`src/rtl/clock_mode_ctrl.sv`:
```
// Clock/alarm front-panel mode controller: button conditioning, set/ring FSM,
// inactivity and ring-duration timers, registered panel outputs.
`timescale 1ns/1ps

module clock_mode_ctrl_btn (
  input  logic i_clk,
  input  logic i_rst,
  input  logic i_btn,
  output logic o_pulse
);

  logic       r_sync1;
  logic       r_sync2;
  logic       r_prev;
  logic       r_armed;
  logic       r_pulse;
  logic [1:0] r_warm;

  // r_warm marks when r_sync2 carries a real post-reset sample; r_armed then
  // waits for a low level so a button held through reset gives no pulse.
  always_ff @(posedge i_clk or negedge i_rst) begin
    if (!i_rst) begin
      r_sync1 <= 1'b0;
      r_sync2 <= 1'b0;
      r_prev  <= 1'b0;
      r_armed <= 1'b0;
      r_pulse <= 1'b0;
      r_warm  <= 2'b00;
    end else begin
      r_sync1 <= i_btn;
      r_sync2 <= r_sync1;
      r_prev  <= r_sync2;
      r_warm  <= {r_warm[0], 1'b1};
      r_armed <= r_armed | (r_warm[1] & ~r_sync2);
      r_pulse <= r_sync2 & ~r_prev & r_armed;
    end
  end

  assign o_pulse = r_pulse;

endmodule

module clock_mode_ctrl #(
  parameter int TIMEOUT_CYCLES = 30,
  parameter int RING_CYCLES    = 60
) (
  input  logic       clk,
  input  logic       rst,
  input  logic       mode_btn,
  input  logic       inc_btn,
  input  logic       sel_btn,
  input  logic       time_ack,
  input  logic       alarm_ack,
  input  logic       alarm_match,
  input  logic       alarm_armed,
  output logic       set_time_en,
  output logic       set_alarm_en,
  output logic       mode_pulse,
  output logic       inc_pulse,
  output logic       time_run,
  output logic       buzzer,
  output logic [1:0] state
);

  localparam int TW = (TIMEOUT_CYCLES > 1) ? $clog2(TIMEOUT_CYCLES) : 1;
  localparam int RW = (RING_CYCLES > 1) ? $clog2(RING_CYCLES) : 1;
  localparam logic [TW-1:0] TO_MAX   = TW'(TIMEOUT_CYCLES - 1);
  localparam logic [RW-1:0] RING_MAX = RW'(RING_CYCLES - 1);

  typedef enum logic [1:0] {
    ST_IDLE      = 2'd0,
    ST_SET_TIME  = 2'd1,
    ST_SET_ALARM = 2'd2,
    ST_RINGING   = 2'd3
  } state_t;

  state_t        r_state;
  state_t        w_next;
  logic [TW-1:0] r_idle_cnt;
  logic [RW-1:0] r_ring_cnt;
  logic          r_alarm_prev;
  logic          r_set_time_en;
  logic          r_set_alarm_en;
  logic          r_mode_pulse;
  logic          r_inc_pulse;
  logic          r_time_run;
  logic          r_buzzer;

  logic w_mode_p;
  logic w_inc_p;
  logic w_sel_p;
  logic w_any_p;
  logic w_alarm_lvl;
  logic w_alarm_edge;
  logic w_in_set;
  logic w_timeout;
  logic w_ring_done;
  logic w_change;
  logic w_fwd;

  clock_mode_ctrl_btn u_mode_btn (.i_clk(clk), .i_rst(rst), .i_btn(mode_btn), .o_pulse(w_mode_p));
  clock_mode_ctrl_btn u_inc_btn  (.i_clk(clk), .i_rst(rst), .i_btn(inc_btn),  .o_pulse(w_inc_p));
  clock_mode_ctrl_btn u_sel_btn  (.i_clk(clk), .i_rst(rst), .i_btn(sel_btn),  .o_pulse(w_sel_p));

  assign w_any_p      = w_mode_p | w_inc_p | w_sel_p;
  assign w_alarm_lvl  = alarm_match & alarm_armed;
  assign w_alarm_edge = w_alarm_lvl & ~r_alarm_prev;
  assign w_in_set     = (r_state == ST_SET_TIME) || (r_state == ST_SET_ALARM);
  assign w_timeout    = w_in_set && (r_idle_cnt == TO_MAX);
  assign w_ring_done  = (r_state == ST_RINGING) && (r_ring_cnt == RING_MAX);
  assign w_change     = (w_next != r_state);
  assign w_fwd        = w_in_set && !w_change;

  // Next state: ack beats timeout beats select; in IDLE select beats alarm.
  always_comb begin
    w_next = r_state;
    case (r_state)
      ST_IDLE: begin
        if (w_sel_p) begin
          w_next = ST_SET_TIME;
        end else if (w_alarm_edge) begin
          w_next = ST_RINGING;
        end else begin
          w_next = ST_IDLE;
        end
      end
      ST_SET_TIME: begin
        if (time_ack || w_timeout) begin
          w_next = ST_IDLE;
        end else if (w_sel_p) begin
          w_next = ST_SET_ALARM;
        end else begin
          w_next = ST_SET_TIME;
        end
      end
      ST_SET_ALARM: begin
        if (alarm_ack || w_timeout || w_sel_p) begin
          w_next = ST_IDLE;
        end else begin
          w_next = ST_SET_ALARM;
        end
      end
      ST_RINGING: begin
        if (w_any_p || w_ring_done) begin
          w_next = ST_IDLE;
        end else begin
          w_next = ST_RINGING;
        end
      end
      default: w_next = ST_IDLE;
    endcase
  end

  // State register and alarm-level history; the alarm edge is evaluated in
  // every state but only IDLE acts on it.
  always_ff @(posedge clk or negedge rst) begin
    if (!rst) begin
      r_state      <= ST_IDLE;
      r_alarm_prev <= 1'b0;
    end else begin
      r_state      <= w_next;
      r_alarm_prev <= w_alarm_lvl;
    end
  end

  // Inactivity and ring timers; both saturate rather than wrap.
  always_ff @(posedge clk or negedge rst) begin
    if (!rst) begin
      r_idle_cnt <= {TW{1'b0}};
      r_ring_cnt <= {RW{1'b0}};
    end else begin
      if (w_change || w_any_p) begin
        r_idle_cnt <= {TW{1'b0}};
      end else if (w_in_set && (r_idle_cnt != TO_MAX)) begin
        r_idle_cnt <= r_idle_cnt + TW'(1);
      end else begin
        r_idle_cnt <= r_idle_cnt;
      end
      if (w_change) begin
        r_ring_cnt <= {RW{1'b0}};
      end else if ((r_state == ST_RINGING) && (r_ring_cnt != RING_MAX)) begin
        r_ring_cnt <= r_ring_cnt + RW'(1);
      end else begin
        r_ring_cnt <= r_ring_cnt;
      end
    end
  end

  // Panel outputs decoded from the next state so they line up with r_state.
  always_ff @(posedge clk or negedge rst) begin
    if (!rst) begin
      r_set_time_en  <= 1'b0;
      r_set_alarm_en <= 1'b0;
      r_buzzer       <= 1'b0;
      r_time_run     <= 1'b1;
      r_mode_pulse   <= 1'b0;
      r_inc_pulse    <= 1'b0;
    end else begin
      r_set_time_en  <= (w_next == ST_SET_TIME);
      r_set_alarm_en <= (w_next == ST_SET_ALARM);
      r_buzzer       <= (w_next == ST_RINGING);
      r_time_run     <= (w_next != ST_SET_TIME);
      r_mode_pulse   <= w_fwd & w_mode_p;
      r_inc_pulse    <= w_fwd & w_inc_p;
    end
  end

  assign set_time_en  = r_set_time_en;
  assign set_alarm_en = r_set_alarm_en;
  assign buzzer       = r_buzzer;
  assign time_run     = r_time_run;
  assign mode_pulse   = r_mode_pulse;
  assign inc_pulse    = r_inc_pulse;
  assign state        = r_state;

endmodule
```
`config.mk`:
```
export PLATFORM = sky130hd
export DESIGN_NAME = clock_mode_ctrl
export DESIGN_NICKNAME = d
export VERILOG_FILES = /design/src/rtl/clock_mode_ctrl.sv
export SDC_FILE = /design/constraint.sdc
export NUM_CORES = 1
export LEC_CHECK = 0
export CELL_PAD_IN_SITES_DETAIL_PLACEMENT = 0
export CELL_PAD_IN_SITES_GLOBAL_PLACEMENT = 2
export CORE_UTILIZATION = 42
export CTS_BUF_LIST = sky130_fd_sc_hd__clkbuf_8
export DETAILED_ROUTE_END_ITERATION = 12
export PLACE_DENSITY_LB_ADDON = 0.05
export SLEW_MARGIN = 10
export SYNTH_ARGS = -nofsm -noshare
export SYNTH_HDL_FRONTEND = slang
export SYNTH_SLANG_ARGS = --single-unit
```
`constraint.sdc`:
```
create_clock -name clk -period 3.2 [get_ports clk]
set_input_delay 0.64 -clock clk [delete_from_list [all_inputs] [get_ports clk]]
set_output_delay 0.64 -clock clk [all_outputs]
set_load 0.02 [all_outputs]
```
**Yosys cells after proc, flatten, opt, wreduce, memory -nomap -nowiden**

Index checks and enable logic that the tools add are counted.

- $add $sub $neg: 2
- Multipliers: 0
- Divide/modulo/power cells: 0
- Magnitude comparators: 0
- Eq/ne operators: 12
- Shift-type cells: 0
- Muxes and demuxes: 11
- Bitwise operators: 25
- Reduce and logical (&&, ||, !) cells: 15

Operators by type and width:

| cell | number |
|---|---|
| AND 1 bit | 13 |
| two-way mux 2 bit | 6 |
| two-way mux 6 bit | 2 |
| two-way mux 5 bit | 2 |
| == test 2 bit (second input constant) | 4 |
| one-hot mux 2 bit (4 select lines) | 1 |
| NOT 1 bit | 7 |
| adder 6 x 1 -> 6 bit (second input constant) | 1 |
| == test 6 bit (second input constant) | 1 |
| logical OR 1 bit | 6 |
| != test 6 bit (second input constant) | 1 |
| adder 5 x 1 -> 5 bit (second input constant) | 1 |
| == test 5 bit (second input constant) | 1 |
| logical AND 1 bit | 5 |
| != test 5 bit (second input constant) | 1 |
| bitwise OR 1 bit | 5 |
| == test 2 x 1 -> 1 bit (second input constant) | 2 |
| nonzero test 2 bit | 2 |
| logical NOT 2 bit | 1 |
| != test 2 x 1 -> 1 bit (second input constant) | 1 |
| != test 2 bit | 1 |
| logical NOT 1 bit | 1 |

- Register bits after elaboration: 41
- Bits in latches: 0
- RAM bits: 0
- Memory bits (read-only): 0
- Input bits: 9
- Output and inout bits: 8
- Word-level logic and storage cells: 93
- Memories: 0

**Logic depth before layout (Yosys ltp)**

Gate-level depths: netlist of run 1.

- Depth in word-level cells: 11
- Depth in mapped cells: 9
- Mapped depth without buffers: 7

**Modules after synthesis**

From an unflattened synthesis of run 1, not the netlist that was laid out.

- Cells, all modules: 137
- Area, all modules: 1,765.4 um2

By module, submodules not included:

| module | times used | cells each | area each (um2) | sequential area each (um2) |
|---|---|---|---|---|
| clock_mode_ctrl | 1 | 101 | 1,172.4 | 501.7 |
| clock_mode_ctrl_btn | 3 | 12 | 197.7 | 175.2 |

**Least setup slack after synthesis of run 1**

OpenSTA, ideal clock, no wires.

- Path kind: reg2reg
- Start: register r_state[1], in the netlist state[1]
- End: register r_inc_pulse, in the netlist inc_pulse
- Library setup time: 0.086 ns
- Arrival time: 1.977 ns
- Required time: 3.114 ns
- Setup slack: 1.137 ns
- Cell stages (with the launch flop): 10
- Path buffers: 2
- Period minus slack after synthesis: 2.063 ns
- Cell sequence: dfrtp_1 inv_1 ha_1 buf_2 inv_1 o22ai_1 o311a_4 xnor2_4 buf_6 nor3_1

- Cells in the longest elaborated chain, start to end: 11
- Elaborated cells between the ends (all ways): 19
- Classes of those cells: 4 x eq/ne; 4 x mux; 1 x bitwise; 10 x reduce/logical

RTL lines:

| item | line | text |
|---|---|---|
| start: declaration | 77 | `state_t r_state;` |
| start signal: assignment | 161 | `r_state <= w_next;` |
| == test 2 x 1 -> 1 bit / == test 2 bit (equally long branches) | 108, 117 |  |
| logical OR 1 bit | 108 | `assign w_in_set = (r_state == ST_SET_TIME) \|\| (r_state == ST_SET_ALARM);` |
| logical AND 1 bit | 109 | `assign w_timeout = w_in_set && (r_idle_cnt == TO_MAX);` |
| logical OR 1 bit (2 in a row) | 137 | `if (alarm_ack \|\| w_timeout \|\| w_sel_p) begin` |
| two-way mux 2 bit | 137 |  |
| one-hot mux 2 bit (4 select lines) | 117 | `case (r_state)` |
| != test 2 bit | 111 | `assign w_change = (w_next != r_state);` |
| logical NOT 1 bit | 112 | `assign w_fwd = w_in_set && !w_change;` |
| logical AND 1 bit (*) | 112 |  |
| AND 1 bit (*) | 204 | `r_inc_pulse <= w_fwd & w_inc_p;` |
| end signal: assignment | 204 |  |
| end: declaration | 85 | `logic r_inc_pulse;` |

Every way passes the cells marked *; elsewhere a longest branch is shown, timed or not.
A chain may end at the register's enable or synchronous reset.

**Final worst setup path of run 1**

- Start: register r_state[1], in the netlist state[1]
- End: register r_ring_cnt[2]

- Elaborated cells between the ends (all ways): 19
- Classes of those cells: 4 x eq/ne; 5 x mux; 10 x reduce/logical

RTL lines:

| item | line | text |
|---|---|---|
| == test 2 x 1 -> 1 bit / == test 2 bit (equally long branches) | 108, 117 |  |
| logical OR 1 bit | 108 |  |
| logical AND 1 bit | 109 |  |
| logical OR 1 bit | 128 | `if (time_ack \|\| w_timeout) begin` |
| two-way mux 2 bit | 128 |  |
| one-hot mux 2 bit (4 select lines) (*) | 117 |  |
| named net w_next[0] | 78 | `state_t w_next;` |
| != test 2 bit (*) | 111 |  |
| two-way mux 6 bit / nonzero test 2 bit (equally long branches) | - |  |
| end signal: assignment | 180 | `r_ring_cnt <= {RW{1'b0}};` |
| end signal: assignment | 182 | `r_ring_cnt <= r_ring_cnt + RW'(1);` |
| end signal: assignment | 184 | `r_ring_cnt <= r_ring_cnt;` |
| end: declaration | 80 | `logic [RW-1:0] r_ring_cnt;` |

Mark *: on every way through the listed nets, which the timed path passes. The rest lies on a longest branch.

==> metrics.log, run 1 <==
INFO  metric status = complete, no violations
INFO  metric post-route-period-util = 80.7%
INFO  metric detailroute.via_count = between 1k and 1.5k
INFO  metric report.final.setup_viol = 0
INFO  metric worst-endpoint-arrival = ~2.7 ns
INFO  metric dp_worst_setup_slack = about 0.57 ns
INFO  metric hold_viol_final = 0
INFO  metric routed_wl = 2460 um
INFO  metric htree_levels = 2
INFO  metric fmax = 387 MHz
INFO  metric cts_buffers = 5
INFO  metric grt_max_degree = 38
INFO  metric netlist-cell-type-count = 38
INFO  metric largest_register_ff_count = 6
INFO  metric worstSkewPairLatency = roughly 0.28 ns
INFO  metric die_w = roughly 63 um
INFO  metric wire_length_of_the_first_global_routing_pass = ~4300 um
INFO  metric average_wire_per_standard_cell = around 12 um
INFO  metric maxSlewViolCount = 0
INFO  metric synthCells = about 130
INFO  metric power.leakage = 0.000823 uW
INFO  metric timing.critical_path.to_type = flop
INFO  metric synth_top_area_cell = sky130_fd_sc_hd__dfrtp_1
INFO  metric port-buffer-count = 16
INFO  metric mappedNetlistNets = 149
INFO  metric design_area = around 1900 um^2
INFO  metric postRouteAntennaNets = 0
INFO  metric top_register = r_ring_cnt
INFO  metric clkSlewWorstSetupHoldPaths = ~0.07 ns
INFO  metric post_synth.cell_area_avg = 11.9 um^2
INFO  metric grt_total_ovfl = 0
INFO  metric place_hpwl = about 1800 um
INFO  metric peakVddDrop = approximately 0.38 mV
INFO  metric totalNegativeSetupSlack = 0 ns
INFO  metric min_period = 2.58 ns
INFO  metric share_of_the_core_filled_with_cells_in_the_final_layout = approximately 53%
INFO  metric finish.net_count = approximately 170
INFO  metric tritoncts = built
INFO  metric synthDominantCellAreaShare = between 50 and 60%
INFO  metric tightestPinTransition = between 0.9 and 1 ns
INFO  metric clk_root_buffer_cell = sky130_fd_sc_hd__clkbuf_8
INFO  metric cts_hold_repair.buffers = 0
INFO  metric firstDrtPassIters = 4
INFO  metric area.growth.synth_to_final = 17.3%
INFO  metric start_to_end_type_of_the_worst_setup_path = reg -> reg
INFO  metric antenna_found_initial = 0
INFO  metric cts_resized = 0
INFO  metric critical_path_start_type = flop
INFO  metric ys_seq_area_share = 58.7%
INFO  metric power.density = roughly 720 nW/um^2
INFO  metric global_route.usage.total = 14.3%
INFO  metric ys_top_cells_by_area = sky130_fd_sc_hd__dfrtp_1 (57%), sky130_fd_sc_hd__ha_1 (5.5%), sky130_fd_sc_hd__nor3_1 (3.5%)
INFO  metric post_synth_instance_area = about 1600 um^2
INFO  metric postLayoutSetupSlackWorst = 0.617 ns
INFO  metric worstHoldPathType = reg -> reg
INFO  metric antennaDiodeCount = 0
INFO  metric cts_max_path_buffers = 2
INFO  metric worst_clock_skew = a little under 0.008 ns
INFO  metric ios = 17
INFO  metric fp.dieArea = between 4000 and 5000 um^2
INFO  metric grt_pass1_vias = 975
INFO  metric drive_gt1_share = between 9 and 10%
INFO  metric placed_area = between 1500 and 2000 um^2
INFO  metric rows = 21
INFO  metric post-cts-setup-buffer-count = 0
INFO  metric rsz0062_at_grt = no
INFO  metric routabilityCongestion = 0.739
INFO  metric die_height = approximately 63 um
INFO  metric initial_core_utilization = between 40 and 50%
INFO  metric synth.ff_latch_count = 37
INFO  metric maxSlewHeadroom = about a third
INFO  metric worstPathMaxFanout = 13
INFO  metric timing.critical_path.required = 3.32 ns
INFO  metric synthesis.yosys.warnings = 0
INFO  metric maxCapViolations = 0
INFO  metric detailedRoute.firstIterationViolations = 55
INFO  metric post-route-drc-count = 0
INFO  metric drt-vias-per-instance = 5.05
INFO  metric design.core.area = between 3000 and 4000 um^2
INFO  metric cts.sinks = 37
==> where the power goes <==
part | total, uW | internal (uW) | leakage [uW] | switching [uW]
combinational | 449 | 176 | 0.000316 | 273
sequential | 569 | 527 | 0.000463 | 41.6
clock | 311 | 150 | 0.0000439 | 161
==> synthesized netlist by cell type, drive strengths merged <==
cell type,count
inv,10
buf,4
nand2,10
nand3b,1
nand4,4
and2b,2
dfrtp,36
o211ai,1
a21o,3
and2,1
conb,1
a22oi,1
a311o,1
xor2,4
nand3,2
ha,7
nor4,3
nand4b,1
xnor2,3
and4,1
nand2b,2
a31oi,1
nor4bb,1
nor2,6
mux2i,1
mux2,1
o311a,1
o21ai,2
nor3b,2
o22ai,2
or3,2
a21oi,3
nor3,11
nor4b,1
dfstp,1
==> stage by stage <==
stage	std cells	total power [uW]	hold WS (ns)
2_1_floorplan	133	912	0.331
3_3_place_gp	191	1030	0.331
3_5_place_dp	191	1030	0.336
4_1_cts	199	1350	0.353
5_1_grt	199	1420	0.359
6_report	199	1330	0.351
==> area by class of cell <==
class / count / area [um^2]
flip-flops and latches: 37 / 927
clock inverters: 3 / 17.5
inverters: 10 / 37.5
multi-input cells: 82 / 588
fillers: 323 / 1620
clock buffers: 5 / 68.8
well taps: 46 / 57.6
repair buffers: 16 / 155
==> per-layer routing <==
metal  GRT usage [%]  part of all wire [%]  vias to the layer above  wire [um]
met1            17.8                    48                      486       1180
met3            4.89                   3.4                        4         84
met2            23.0                    47                       17       1170
li1                -                     -                      497          -
met4            5.11                   1.1                        0         27
met5               0                     0                        -          0
==> worst paths after layout <==
kind,from,to,slack (ns),depth (start not counted)
min in group asynchronous,rst,r_idle_cnt[2],0.43,1
min,u_mode_btn.r_sync1,u_mode_btn.r_sync2,0.35,0
min reg2reg,u_mode_btn.r_sync1,u_mode_btn.r_sync2,0.35,0
max in group asynchronous,rst,set_time_en,2.27,1
max,state[1],r_ring_cnt[2],0.62,7
max reg2reg,state[1],r_ring_cnt[2],0.62,7
==> layout by cell type (no fill, tap or decap), types with 3 or more instances in the layout <==
master	count
sky130_fd_sc_hd__xor2_1	4
sky130_fd_sc_hd__nand2_1	10
sky130_fd_sc_hd__clkbuf_8	5
sky130_fd_sc_hd__nor3_1	11
sky130_fd_sc_hd__nor4_1	3
sky130_fd_sc_hd__clkdlybuf4s50_1	15
sky130_fd_sc_hd__dfrtp_1	36
sky130_fd_sc_hd__nand4_1	4
sky130_fd_sc_hd__inv_1	10
sky130_fd_sc_hd__ha_1	7
sky130_fd_sc_hd__a21oi_1	3
sky130_fd_sc_hd__nor2_1	6
sky130_fd_sc_hd__a21o_1	3
==> critical path: stages, from the launching register on <==
cell                       delay (ns)
sky130_fd_sc_hd__dfrtp_1         0.50
sky130_fd_sc_hd__inv_1           0.11
sky130_fd_sc_hd__ha_1            0.48
sky130_fd_sc_hd__nand2b_1        0.09
sky130_fd_sc_hd__o22ai_1         0.18
sky130_fd_sc_hd__a22oi_2         0.12
sky130_fd_sc_hd__xnor2_1         0.80
sky130_fd_sc_hd__nor3_1          0.15
==> cells by family (layout without fill, tap and decap cells) <==
logic type | count (synthesis) | after routing | share of synthesized area [%]
muxes | 2 | 2 | 1.35
xor gates and xnor gates | 7 | 7 | 5.07
and+or+nand+nor | 50 | 50 | 17.4
DFF | 37 | 37 | 58.7
AOI/OAI and AO/OA | 15 | 15 | 7.69
buffers and inverters | 14 | 34 | 4.04
adders and majority gates | 7 | 7 | 5.55
other | 1 | 1 | 0.237
Note: power is estimated with default switching activity, not from simulation.
==> run 2, diff against run 1 <==
--- a/config.mk
+++ b/config.mk
@@ -7,7 +7,7 @@
 export LEC_CHECK = 0
 export CELL_PAD_IN_SITES_DETAIL_PLACEMENT = 0
 export CELL_PAD_IN_SITES_GLOBAL_PLACEMENT = 2
-export CORE_UTILIZATION = 42
+export CORE_UTILIZATION = 39
 export CTS_BUF_LIST = sky130_fd_sc_hd__clkbuf_8
 export DETAILED_ROUTE_END_ITERATION = 12
 export PLACE_DENSITY_LB_ADDON = 0.05
==> constraint.sdc (replaced) <==
create_clock -name clk -period 2.5 [get_ports clk]
set_input_delay 0.5 -clock clk [delete_from_list [all_inputs] [get_ports clk]]
set_output_delay 0.5 -clock clk [all_outputs]
set_load 0.02 [all_outputs]
==> run 2 against run 1 <==
  * Critical path depth did not move
  * Routed wire length is 7.4% higher
  * Critical path type unchanged
  * Sequential power grew 27%
  * Core utilization down 2.7 points
  * Sequential cell count did not move
  * Register-to-register slack worse by 0.22 ns
  * First-iteration DRC count fell by 25%
  * Non-clock buffer count is 5 higher
  * Die area is 7.4% higher
  * Cell count up 3.5%
  * Via count up 5.0%
  * Clock skew about the same
==> metrics.log, run 2 (synthesis results as in run 1) <==
INFO  metric worstPathMaxFanout = 13
INFO  metric cts_resized = 0
INFO  metric drive_gt1_share = 12.7%
INFO  metric tightestPinTransition = 0.630 ns
INFO  metric maxCapViolations = 0
INFO  metric peakVddDrop = ~0.53 mV
INFO  metric worstHoldPathCells = 0
INFO  metric power.density = 944 nW/um^2
INFO  metric cts_hold_repair.buffers = 0
INFO  metric post-route-period-util = 84.0%
INFO  metric worst_r2r_start = state[0]
INFO  metric initial_core_utilization = around two fifths
INFO  metric detailroute.via_count = between 1k and 1.5k
INFO  metric post-cts-setup-buffer-count = 0
INFO  metric cts_buffers = 5
INFO  metric path_buf_inv = 1
INFO  metric worstHoldStart = u_inc_btn.r_sync1
INFO  metric worst_clock_skew = around 0.0078 ns
INFO  metric timing.rr.end = r_ring_cnt[4]
INFO  metric place_hpwl = 1850 um
INFO  metric worst_path_cell_with_the_longest_stage_delay = sky130_fd_sc_hd__dfrtp_1
INFO  metric ios = 17
INFO  metric postRouteAntennaNets = 0
INFO  metric die_w = ~66 um
INFO  metric largest_register_ff_count = 6
INFO  metric grt_pass1_vias = 1051
INFO  metric start_to_end_type_of_the_worst_setup_path = reg -> reg
INFO  metric rows = 22
INFO  metric fp.dieArea = between 4000 and 5000 um^2
INFO  metric tritoncts = built
INFO  metric area.growth.synth_to_final = 21.1%
INFO  metric rsz0062_at_grt = no
INFO  metric totalNegativeSetupSlack = 0 ns
INFO  metric grt_max_degree = 38
INFO  metric cts_max_path_buffers = 2
INFO  metric most-common-layout-cells = sky130_fd_sc_hd__dfrtp_1 (36), sky130_fd_sc_hd__clkdlybuf4s50_1 (16), sky130_fd_sc_hd__nor3_1 (11)
INFO  metric worst-endpoint-arrival = roughly 2.3 ns
INFO  metric timing.critical_path.to_type = flop
INFO  metric dp_worst_setup_slack = just over 0.07 ns
INFO  metric htree_levels = 2
INFO  metric report.final.setup_viol = 0
INFO  metric cts.sinks = 37
INFO  metric top_register = r_ring_cnt
INFO  metric post-route-drc-count = 0
INFO  metric fin_worst_hold_slack = 0.352 ns
INFO  metric detailedRoute.firstIterationViolations = just over 40
INFO  metric maxSlewHeadroom = between 50% and 60%
INFO  metric grt_total_ovfl = 0
INFO  metric status = complete, no violations
INFO  metric routed_wl = approximately 2600 um
INFO  metric fillerInstances = around 330
INFO  metric worstSkewPairLatency = ~0.30 ns
INFO  metric timing.critical_path.required = between 2 and 3 ns
INFO  metric postLayoutSetupSlackWorst = around 0.40 ns
INFO  metric routabilityCongestion = approximately 0.74
INFO  metric port-buffer-count = 16
INFO  metric die_height = between 60 and 70 um
INFO  metric average_wire_per_standard_cell = around 13 um
INFO  metric maxSlewViolCount = 0
INFO  metric wire_length_of_the_first_global_routing_pass = 4620 um
INFO  metric clkSlewWorstSetupHoldPaths = 0.08 ns
INFO  metric worstHoldPathType = reg -> reg
INFO  metric fmax = ~480 MHz
INFO  metric clk_root_buffer_cell = sky130_fd_sc_hd__clkbuf_8
INFO  metric layout.cells.most_common = sky130_fd_sc_hd__dfrtp_1
INFO  metric global_route.usage.total = 14.5%
INFO  metric max_stage_delay = ~0.41 ns
INFO  metric critical_path_start_type = flop
INFO  metric design.core.area = 3770 um^2
INFO  metric antennaDiodeCount = 0
INFO  metric critical_path_cell_list = inv_1 > ha_1 > nor4b_1 > o22ai_1 > o311a_4 > xnor2_4 > nor3_1
INFO  metric power.leakage = approximately 0.00085 uW
INFO  metric timing.reg2reg.setup_slack = approximately 0.40 ns
INFO  metric min_period = ~2.1 ns
INFO  metric drt-vias-per-instance = ~5
INFO  metric antenna_found_initial = 0
INFO  metric share_of_the_core_filled_with_cells_in_the_final_layout = between 50 and 60%
INFO  metric fin_total_pwr = approximately 1800 uW
INFO  metric critPathLaunch = state[0]
INFO  metric r2r_depth = 7
INFO  metric firstDrtPassIters = 5
INFO  metric largest_delay_contributor_family_on_the_critical_path = simple AND/OR/NAND/NOR gates
INFO  metric worst_hold_path.endpoint = u_inc_btn.r_sync2
INFO  metric finish.net_count = approximately 170
INFO  metric hold_viol_final = 0
==> run 2: how the worst max path moves through the flow <==
stage | end | slack [ns] | cells past startpoint
after floorplan | inc_pulse | 0.44 | 9
after global placement | r_ring_cnt[1] | 0.09 | 6
after detailed placement | r_ring_cnt[4] | 0.07 | 6
after CTS | r_ring_cnt[4] | 0.11 | 7
after global routing | r_idle_cnt[4] | 0.21 | 7
final | r_ring_cnt[4] | 0.40 | 7
==> run 2: worst reg2reg max path: cells and delay by family (launching register included) <==
kind                       cells  cell delay, ns
and+or+nand+nor                2            0.46
DFF                            1            0.41
xor gates and xnor gates       1            0.35
AOI/OAI and AO/OA              2            0.33
adders and majority gates      1            0.29
buffers and inverters          1            0.12
==> run 2: routing by layer <==
metal / wire, um / global-route usage, % / vias up
li1: - / - / 509
met1: 1290 / 18.7 / 520
met2: 1220 / 22.2 / 23
met3: 116 / 5.21 / 2
met4: 23 / 5.43 / 0
met5: 0 / 0 / -
==> run 2: through the flow <==
stage / instance area, um^2 / instances
5_1_grt: 1910 / 206
4_1_cts: 1900 / 206
6_report: 1910 / 206
2_1_floorplan: 1580 / 133
3_3_place_gp: 1810 / 198
3_5_place_dp: 1810 / 198
==> run 2: cell type report <==
class,instances,area [um^2],share of cell area (%)
clock buffers,5,68.8,3.60
clock inverters,3,25.0,1.31
inverters,10,37.5,1.96
multi-input cells,82,596,31.2
flip-flops and latches,37,927,48.5
well taps,48,60.1,3.14
repair buffers,21,198,10.3
==> run 2: report_power, final <==
group | internal [uW] | leakage, uW | switching [uW] | total, uW
registers | 675 | 0.000463 | 46.5 | 721
logic | 268 | 0.000346 | 386 | 654
clock network | 203 | 0.0000452 | 227 | 430
